<file path="config.mk">
export PLATFORM = sky130hd
export DESIGN_NAME = param_cache_controller_flat
export DESIGN_NICKNAME = d
export VERILOG_FILES = /design/src/rtl/param_cache_controller_if.sv /design/src/rtl/param_cache_controller.sv /design/src/flat_wrapper.sv
export SDC_FILE = /design/constraint.sdc
export NUM_CORES = 1
export LEC_CHECK = 0
export ABC_AREA = 1
export BUFFER_PORTS_ARGS = -buffer_cell sky130_fd_sc_hd__clkbuf_2
export CORE_MARGIN = 1.5
export CORE_UTILIZATION = 48
export DETAILED_ROUTE_END_ITERATION = 6
export MAX_ROUTING_LAYER = met4
export SLEW_MARGIN = 30
export SYNTH_ARGS = -nofsm -noshare
export SYNTH_HDL_FRONTEND = slang
export SYNTH_SLANG_ARGS = --single-unit
</file>
<file path="constraint.sdc">
create_clock -name clk -period 4.15 [get_ports clk]
set_input_delay 0.2075 -clock clk [delete_from_list [all_inputs] [get_ports clk]]
set_output_delay 0.2075 -clock clk [all_outputs]
set_load 0.005 [all_outputs]
</file>
<file path="src/rtl/param_cache_controller_if.sv">
// rtl/param_cache_controller_if.sv - CPU-side and memory-side bus bundle for the cache controller
interface param_cache_controller_if #(
   parameter int DATA_W = 16,
   parameter int ADDR_W = 16,
   parameter int CNT_W  = 16
);
   logic              cpu_req;
   logic              cpu_write;
   logic [ADDR_W-1:0] cpu_addr;
   logic [DATA_W-1:0] cpu_wdata;
   logic              flush;
   logic [DATA_W-1:0] cpu_rdata;
   logic              cpu_ready;
   logic              cache_miss;
   logic [ADDR_W-1:0] miss_address;
   logic              mem_req;
   logic              mem_write;
   logic [ADDR_W-1:0] mem_addr;
   logic [DATA_W-1:0] mem_wdata;
   logic [DATA_W-1:0] mem_rdata;
   logic              mem_ack;
   logic [CNT_W-1:0]  hit_count;
   logic [CNT_W-1:0]  miss_count;

   // Controller side
   modport slave (
      input  cpu_req, cpu_write, cpu_addr, cpu_wdata, flush, mem_rdata, mem_ack,
      output cpu_rdata, cpu_ready, cache_miss, miss_address,
             mem_req, mem_write, mem_addr, mem_wdata, hit_count, miss_count
   );

   // CPU pipeline / memory arbiter side
   modport master (
      output cpu_req, cpu_write, cpu_addr, cpu_wdata, flush, mem_rdata, mem_ack,
      input  cpu_rdata, cpu_ready, cache_miss, miss_address,
             mem_req, mem_write, mem_addr, mem_wdata, hit_count, miss_count
   );
endinterface

</file>
<file path="src/rtl/param_cache_controller.sv">
// rtl/param_cache_controller.sv - direct-mapped write-through cache with miss-fill FSM
module param_cache_controller #(
   parameter int DATA_W     = 16,
   parameter int ADDR_W     = 16,
   parameter int NUM_LINES  = 8,
   parameter int LINE_WORDS = 4,
   parameter int CNT_W      = 16
) (
   input  logic                     clk,
   input  logic                     rst,
   param_cache_controller_if.slave  bus
);
   localparam int OFF_W = $clog2(LINE_WORDS);
   localparam int IDX_W = $clog2(NUM_LINES);
   localparam int TAG_W = ADDR_W - OFF_W - IDX_W;
   localparam logic [OFF_W-1:0] LAST_WORD = OFF_W'(LINE_WORDS - 1);

   typedef enum logic [1:0] {IDLE, FILL, WRITE} state_t;

   state_t            state;
   logic [NUM_LINES-1:0] valid;
   logic [TAG_W-1:0]  tag_mem  [0:NUM_LINES-1];
   logic [DATA_W-1:0] data_mem [0:NUM_LINES*LINE_WORDS-1];

   logic [OFF_W-1:0]  word_cnt;
   logic [ADDR_W-1:0] miss_address;
   logic              mem_req;
   logic              mem_write;
   logic [ADDR_W-1:0] mem_addr;
   logic [DATA_W-1:0] mem_wdata;
   logic [CNT_W-1:0]  hit_count;
   logic [CNT_W-1:0]  miss_count;
   logic              cpu_ready;

   // Address fields of the live CPU request
   logic [OFF_W-1:0]  cpu_off;
   logic [IDX_W-1:0]  cpu_idx;
   logic [TAG_W-1:0]  cpu_tag;
   logic              cpu_hit;
   assign cpu_off = bus.cpu_addr[OFF_W-1:0];
   assign cpu_idx = bus.cpu_addr[OFF_W +: IDX_W];
   assign cpu_tag = bus.cpu_addr[ADDR_W-1 -: TAG_W];
   assign cpu_hit = valid[cpu_idx] && (tag_mem[cpu_idx] == cpu_tag);

   // The fill targets the latched miss line, never the live CPU address
   logic [IDX_W-1:0]  miss_idx;
   logic [TAG_W-1:0]  miss_tag;
   logic [OFF_W-1:0]  next_cnt;
   assign miss_idx = miss_address[OFF_W +: IDX_W];
   assign miss_tag = miss_address[ADDR_W-1 -: TAG_W];
   assign next_cnt = word_cnt + 1'b1;

   // Write-through updates use the latched write address
   logic [OFF_W-1:0]  wr_off;
   logic [IDX_W-1:0]  wr_idx;
   logic [TAG_W-1:0]  wr_tag;
   logic              wr_hit;
   assign wr_off = mem_addr[OFF_W-1:0];
   assign wr_idx = mem_addr[OFF_W +: IDX_W];
   assign wr_tag = mem_addr[ADDR_W-1 -: TAG_W];
   assign wr_hit = valid[wr_idx] && (tag_mem[wr_idx] == wr_tag);

   // CPU completion: same-cycle read hits, or the memory ack of a write
   always_comb begin
      cpu_ready = 1'b0;
      case (state)
         IDLE:    cpu_ready = bus.cpu_req && !bus.cpu_write && !bus.flush && cpu_hit;
         WRITE:   cpu_ready = bus.mem_ack;
         default: cpu_ready = 1'b0;
      endcase
   end

   // Controller FSM with registered memory-side outputs and saturating counters
   always_ff @(posedge clk) begin
      if (rst) begin
         state        <= IDLE;
         valid        <= '0;
         word_cnt     <= '0;
         miss_address <= '0;
         mem_req      <= 1'b0;
         mem_write    <= 1'b0;
         mem_addr     <= '0;
         mem_wdata    <= '0;
         hit_count    <= '0;
         miss_count   <= '0;
      end else begin
         case (state)
            IDLE: begin
               if (bus.flush) begin
                  valid <= '0;
               end else if (bus.cpu_req) begin
                  if (bus.cpu_write) begin
                     state     <= WRITE;
                     mem_req   <= 1'b1;
                     mem_write <= 1'b1;
                     mem_addr  <= bus.cpu_addr;
                     mem_wdata <= bus.cpu_wdata;
                  end else if (cpu_hit) begin
                     if (hit_count != {CNT_W{1'b1}})
                        hit_count <= hit_count + CNT_W'(1);
                  end else begin
                     state        <= FILL;
                     miss_address <= {bus.cpu_addr[ADDR_W-1:OFF_W], {OFF_W{1'b0}}};
                     mem_addr     <= {bus.cpu_addr[ADDR_W-1:OFF_W], {OFF_W{1'b0}}};
                     word_cnt     <= '0;
                     mem_req      <= 1'b1;
                     mem_write    <= 1'b0;
                     if (miss_count != {CNT_W{1'b1}})
                        miss_count <= miss_count + CNT_W'(1);
                  end
               end
            end
            FILL: begin
               if (bus.mem_ack) begin
                  word_cnt <= next_cnt;
                  if (word_cnt == LAST_WORD) begin
                     valid[miss_idx] <= 1'b1;
                     mem_req         <= 1'b0;
                     state           <= IDLE;
                  end else begin
                     mem_addr <= miss_address + ADDR_W'(next_cnt);
                  end
               end
            end
            WRITE: begin
               if (bus.mem_ack) begin
                  mem_req   <= 1'b0;
                  mem_write <= 1'b0;
                  state     <= IDLE;
               end
            end
            default: state <= IDLE;
         endcase
      end
   end

   // Line storage: fill words and tag on the last ack, write-through updates of resident words
   always_ff @(posedge clk) begin
      if (!rst && state == FILL && bus.mem_ack) begin
         data_mem[{miss_idx, word_cnt}] <= bus.mem_rdata;
         if (word_cnt == LAST_WORD)
            tag_mem[miss_idx] <= miss_tag;
      end else if (!rst && state == WRITE && bus.mem_ack && wr_hit) begin
         data_mem[{wr_idx, wr_off}] <= mem_wdata;
      end
   end

   assign bus.cpu_rdata    = data_mem[{cpu_idx, cpu_off}];
   assign bus.cpu_ready    = cpu_ready;
   assign bus.cache_miss   = (state == FILL);
   assign bus.miss_address = miss_address;
   assign bus.mem_req      = mem_req;
   assign bus.mem_write    = mem_write;
   assign bus.mem_addr     = mem_addr;
   assign bus.mem_wdata    = mem_wdata;
   assign bus.hit_count    = hit_count;
   assign bus.miss_count   = miss_count;
endmodule

</file>
<file path="src/flat_wrapper.sv">
// flat-port wrapper written by rule: the top's interface ports become plain ports
module param_cache_controller_flat 
#(
   parameter int DATA_W     = 16,
   parameter int ADDR_W     = 16,
   parameter int NUM_LINES  = 8,
   parameter int LINE_WORDS = 4,
   parameter int CNT_W      = 16
)
  (clk, rst, bus_cpu_req, bus_cpu_write, bus_cpu_addr, bus_cpu_wdata, bus_flush, bus_mem_rdata, bus_mem_ack, bus_cpu_rdata, bus_cpu_ready, bus_cache_miss, bus_miss_address, bus_mem_req, bus_mem_write, bus_mem_addr, bus_mem_wdata, bus_hit_count, bus_miss_count);
  param_cache_controller_if #(.DATA_W(DATA_W), .ADDR_W(ADDR_W), .CNT_W(CNT_W)) bus_i ();
  input  logic clk;
  input  logic rst;
  input wire logic [$bits(bus_i.cpu_req)-1:0] bus_cpu_req;
  input wire logic [$bits(bus_i.cpu_write)-1:0] bus_cpu_write;
  input wire logic [$bits(bus_i.cpu_addr)-1:0] bus_cpu_addr;
  input wire logic [$bits(bus_i.cpu_wdata)-1:0] bus_cpu_wdata;
  input wire logic [$bits(bus_i.flush)-1:0] bus_flush;
  input wire logic [$bits(bus_i.mem_rdata)-1:0] bus_mem_rdata;
  input wire logic [$bits(bus_i.mem_ack)-1:0] bus_mem_ack;
  output wire logic [$bits(bus_i.cpu_rdata)-1:0] bus_cpu_rdata;
  output wire logic [$bits(bus_i.cpu_ready)-1:0] bus_cpu_ready;
  output wire logic [$bits(bus_i.cache_miss)-1:0] bus_cache_miss;
  output wire logic [$bits(bus_i.miss_address)-1:0] bus_miss_address;
  output wire logic [$bits(bus_i.mem_req)-1:0] bus_mem_req;
  output wire logic [$bits(bus_i.mem_write)-1:0] bus_mem_write;
  output wire logic [$bits(bus_i.mem_addr)-1:0] bus_mem_addr;
  output wire logic [$bits(bus_i.mem_wdata)-1:0] bus_mem_wdata;
  output wire logic [$bits(bus_i.hit_count)-1:0] bus_hit_count;
  output wire logic [$bits(bus_i.miss_count)-1:0] bus_miss_count;
  assign bus_i.cpu_req = bus_cpu_req;
  assign bus_i.cpu_write = bus_cpu_write;
  assign bus_i.cpu_addr = bus_cpu_addr;
  assign bus_i.cpu_wdata = bus_cpu_wdata;
  assign bus_i.flush = bus_flush;
  assign bus_i.mem_rdata = bus_mem_rdata;
  assign bus_i.mem_ack = bus_mem_ack;
  assign bus_cpu_rdata = bus_i.cpu_rdata;
  assign bus_cpu_ready = bus_i.cpu_ready;
  assign bus_cache_miss = bus_i.cache_miss;
  assign bus_miss_address = bus_i.miss_address;
  assign bus_mem_req = bus_i.mem_req;
  assign bus_mem_write = bus_i.mem_write;
  assign bus_mem_addr = bus_i.mem_addr;
  assign bus_mem_wdata = bus_i.mem_wdata;
  assign bus_hit_count = bus_i.hit_count;
  assign bus_miss_count = bus_i.miss_count;
  param_cache_controller #(.DATA_W(DATA_W), .ADDR_W(ADDR_W), .NUM_LINES(NUM_LINES), .LINE_WORDS(LINE_WORDS), .CNT_W(CNT_W)) u_core (.clk(clk), .rst(rst), .bus(bus_i));
endmodule
</file>
==> metrics.yaml <==
die:
  chipHeight_um: 253.6
  coreArea_um2: 61940
  die-area_um2: 64310
  core.rowCount: 91
  initial_core_util: 0.4867
  die_w_um: 253.6
  ioPinCount: 154
hold_path:
  hold_end: "u_core.valid[4]"
  hp-class: "in -> reg"
  hp-start: "bus_flush"
  hold-path-cell-count: 4
routing:
  detail-route-antenna-nets: 0
  first_pass_iters: 7
  vias_per_cell: 5.809
  wl_per_cell_um: 23.10
  drt_iter0_markers: 2182
  vias: 22749
  routed_wl_mm: 90.45
  drc: 0
yosys:
  synthFlopType: "edfxtp_1"
  synthesis.area_um2: 30140
  seq_area_frac_synth: 0.6608
  synth_edf_count: 600
  syn_avg_cell_area_um2: 10.57
  synthArstFlopShare: 0
  ys_ff_latch: 695
  yosys_warnings: 0
  synth_cell_types: 39
  synthCells: 2853
timing:
  finalSetupTns_ps: 0
  holdWs_ps: 89.59
  worstMarginPinSlew_ps: 975.5
  fin_crit_sh: 0.8459
  fmax_mhz: 284.8
  layout_min_cycle_time_ps: 3511
  finalMaxSlewViolations: 0
  skew_ps: 21.65
  hold_viol: 0
  rsz0062_at_grt: "no"
  slew_headroom: 0.3497
  setup_violations: 0
worst_setup_path:
  cp-start-kind: "register"
  cp_data_arrival_time_ps: 3780
  reg2regPathDepth: 11
  reg2reg_to: "u_core.data_mem[31][14]"
  r2r_setup_slack_ps: 640
  worstPathRequired_ps: 4420
  setup.worst_path.class: "reg -> reg"
  end_kind: "register"
  cp_max_fo: 42
grt:
  grt_pass1_vias: 21818
  grt_first_pass_wirelength_mm: 136.1
  globalRouteOverflowTotal: 0
  grt_max_degree: 129
  antenna_found_initial: 0
  gr-usage-all-layers: 0.2919
layout:
  fin_cells: 3916
  antennaDiodeCount: 0
  syn_to_final_growth_pct: 15.50
  final_cell_mix: "600 x edfxtp_1, 449 x nand2_1, 399 x nor2_1"
  drive_gt1_frac: 0.1341
  nNetsFinal: 3079
  layout_commonest_cell: "edfxtp_1"
  fillers: 5300
pwr:
  leakagePower_nw: 12.56
  power.density_nw_per_um2: 485.8
  ir_drop_v: 0.0003253
clock_network:
  htreeDepth: 3
  path_clk_slew_ps: 60
  cts_resized: 0
  cts_made_buffers: 75
  insertion_delay_ps: 610
  clk_path_buf_depth: 3
  cts_tree: "built"
  cts-root-buf: "clkbuf_16"
  numClockSinks: 695
  post_cts_buffers: 0
placement:
  io_buffers: 151
  gp_congestion: 0.8904
  dp.cells: 3750
  dp_hpwl_mm: 55.16
run_status:
  status: "finished clean"
job:
  cap_violations: 0
-- worst max-delay path by stage --
| stage | from | to | slack, ps |
|---|---|---|---|
| 2_1_floorplan | u_core.state[1] | u_core.data_mem[0][0] | 1260 |
| 3_3_place_gp | register | u_core.data_mem[22][6] | 710 |
| 3_5_place_dp | register | u_core.data_mem[17][6] | 550 |
| 4_1_cts | register | u_core.data_mem[8][6] | 560 |
| 5_1_grt | register | u_core.data_mem[14][14] | 220 |
| 6_report | register | u_core.data_mem[31][14] | 640 |
-- flip-flops by register name, indices dropped and copies added, names as in the netlist, named ones only --
name,cells
u_core.bus.mem_addr,16
u_core.word_cnt,2
u_core.bus.mem_write,1
u_core.tag_mem,88
u_core.bus.hit_count,16
u_core.valid,8
u_core.state,2
u_core.data_mem,512
u_core.bus.mem_wdata,16
u_core.bus.mem_req,1
u_core.bus.miss_count,16
u_core.bus.miss_address,14
-- synthesized netlist by cell type (all sizes together), types with 4 or more instances --
cell	number	area (um2)
o21ai	341	1707
nand3b	6	45.04
clkbuf	124	465.5
clkinv	5	18.77
nand2	453	1715
ha	7	87.58
nor2	428	1629
nand4	27	168.9
o211ai	4	30.03
a21oi	77	385.4
mux2	16	180.2
xor2	11	96.34
nor3	15	75.07
xnor2	8	70.07
nand3	233	1196
o22ai	37	231.5
o221ai	92	805.8
edfxtp	600	18020
a31oi	16	100.1
buf	52	337.8
nor4	11	68.82
inv	177	664.4
dfxtp	95	1902
a32oi	12	105.1
-- final cells by class --
cell class	count	area, um2	area share
Multi-Input combinational cell	1801	8852	0.2542
Clock buffer	100	2127	0.06109
Inverter	182	691.9	0.01987
Sequential cell	695	19920	0.5721
Timing Repair Buffer	263	1790	0.05143
Clock inverter	38	389.1	0.01118
Tap cell	837	1047	0.03008
-- what timing repair did --
item,CTS,global route
setup endpoints to repair,0,0
hold endpoints to repair,29,0
hold buffers,28,0
-- power breakdown --
| group | leakage (nW) | switching, W | total (W) | internal [W] |
|---|---|---|---|---|
| Sequential | 6.18 | 0.000197 | 0.00794 | 0.00774 |
| Combinational | 5.14 | 0.00151 | 0.00217 | 0.000657 |
| Clock | 1.24 | 0.00276 | 0.00681 | 0.00405 |
| Total | 12.6 | 0.00447 | 0.0169 | 0.0124 |
-- worst max-delay path, cell delays in order, from the launching register on --
cell and delay (ps):
dfxtp_1 330, inv_2 490, nand2_1 130, nand3_1 90
nand3_1 100, nand3b_1 130, nand2_1 60, nor2_1 110
nand2_1 80, nor2_2 320, nand3_2 360, mux2_1 930
-- metal layers --
| layer | part of all wire | global-route usage |
|---|---|---|
| met5 | 0 | - |
| met4 | 0.034 | 0.1102 |
| met3 | 0.073 | 0.04660 |
| met2 | 0.48 | 0.4564 |
| met1 | 0.42 | 0.3853 |
-- cells by family after synthesis --
group           Yosys count  share of synthesized area
mux                      16                   0.005977
xor+xnor                 19                   0.005521
fa+ha+maj                 7                   0.002905
flops                   695                     0.6608
buf+inv                 358                    0.04931
simple gates           1174                     0.1628
other cells               1                  0.0001244
compound gates          583                     0.1126
-- stage by stage --
step	power, W	setup WS (ps)	util	area (um2)
detailed placement	0.01022	549.4	0.5169	32020
global route	0.01753	219.7	0.5621	34820
global placement	0.01018	708.8	0.5169	32020
floorplan	0.009428	1263	-	30150
CTS	0.01698	558.2	0.5620	34810
finish	0.01691	639.4	0.5621	34820
Note: power is estimated with default switching activity, not from simulation.
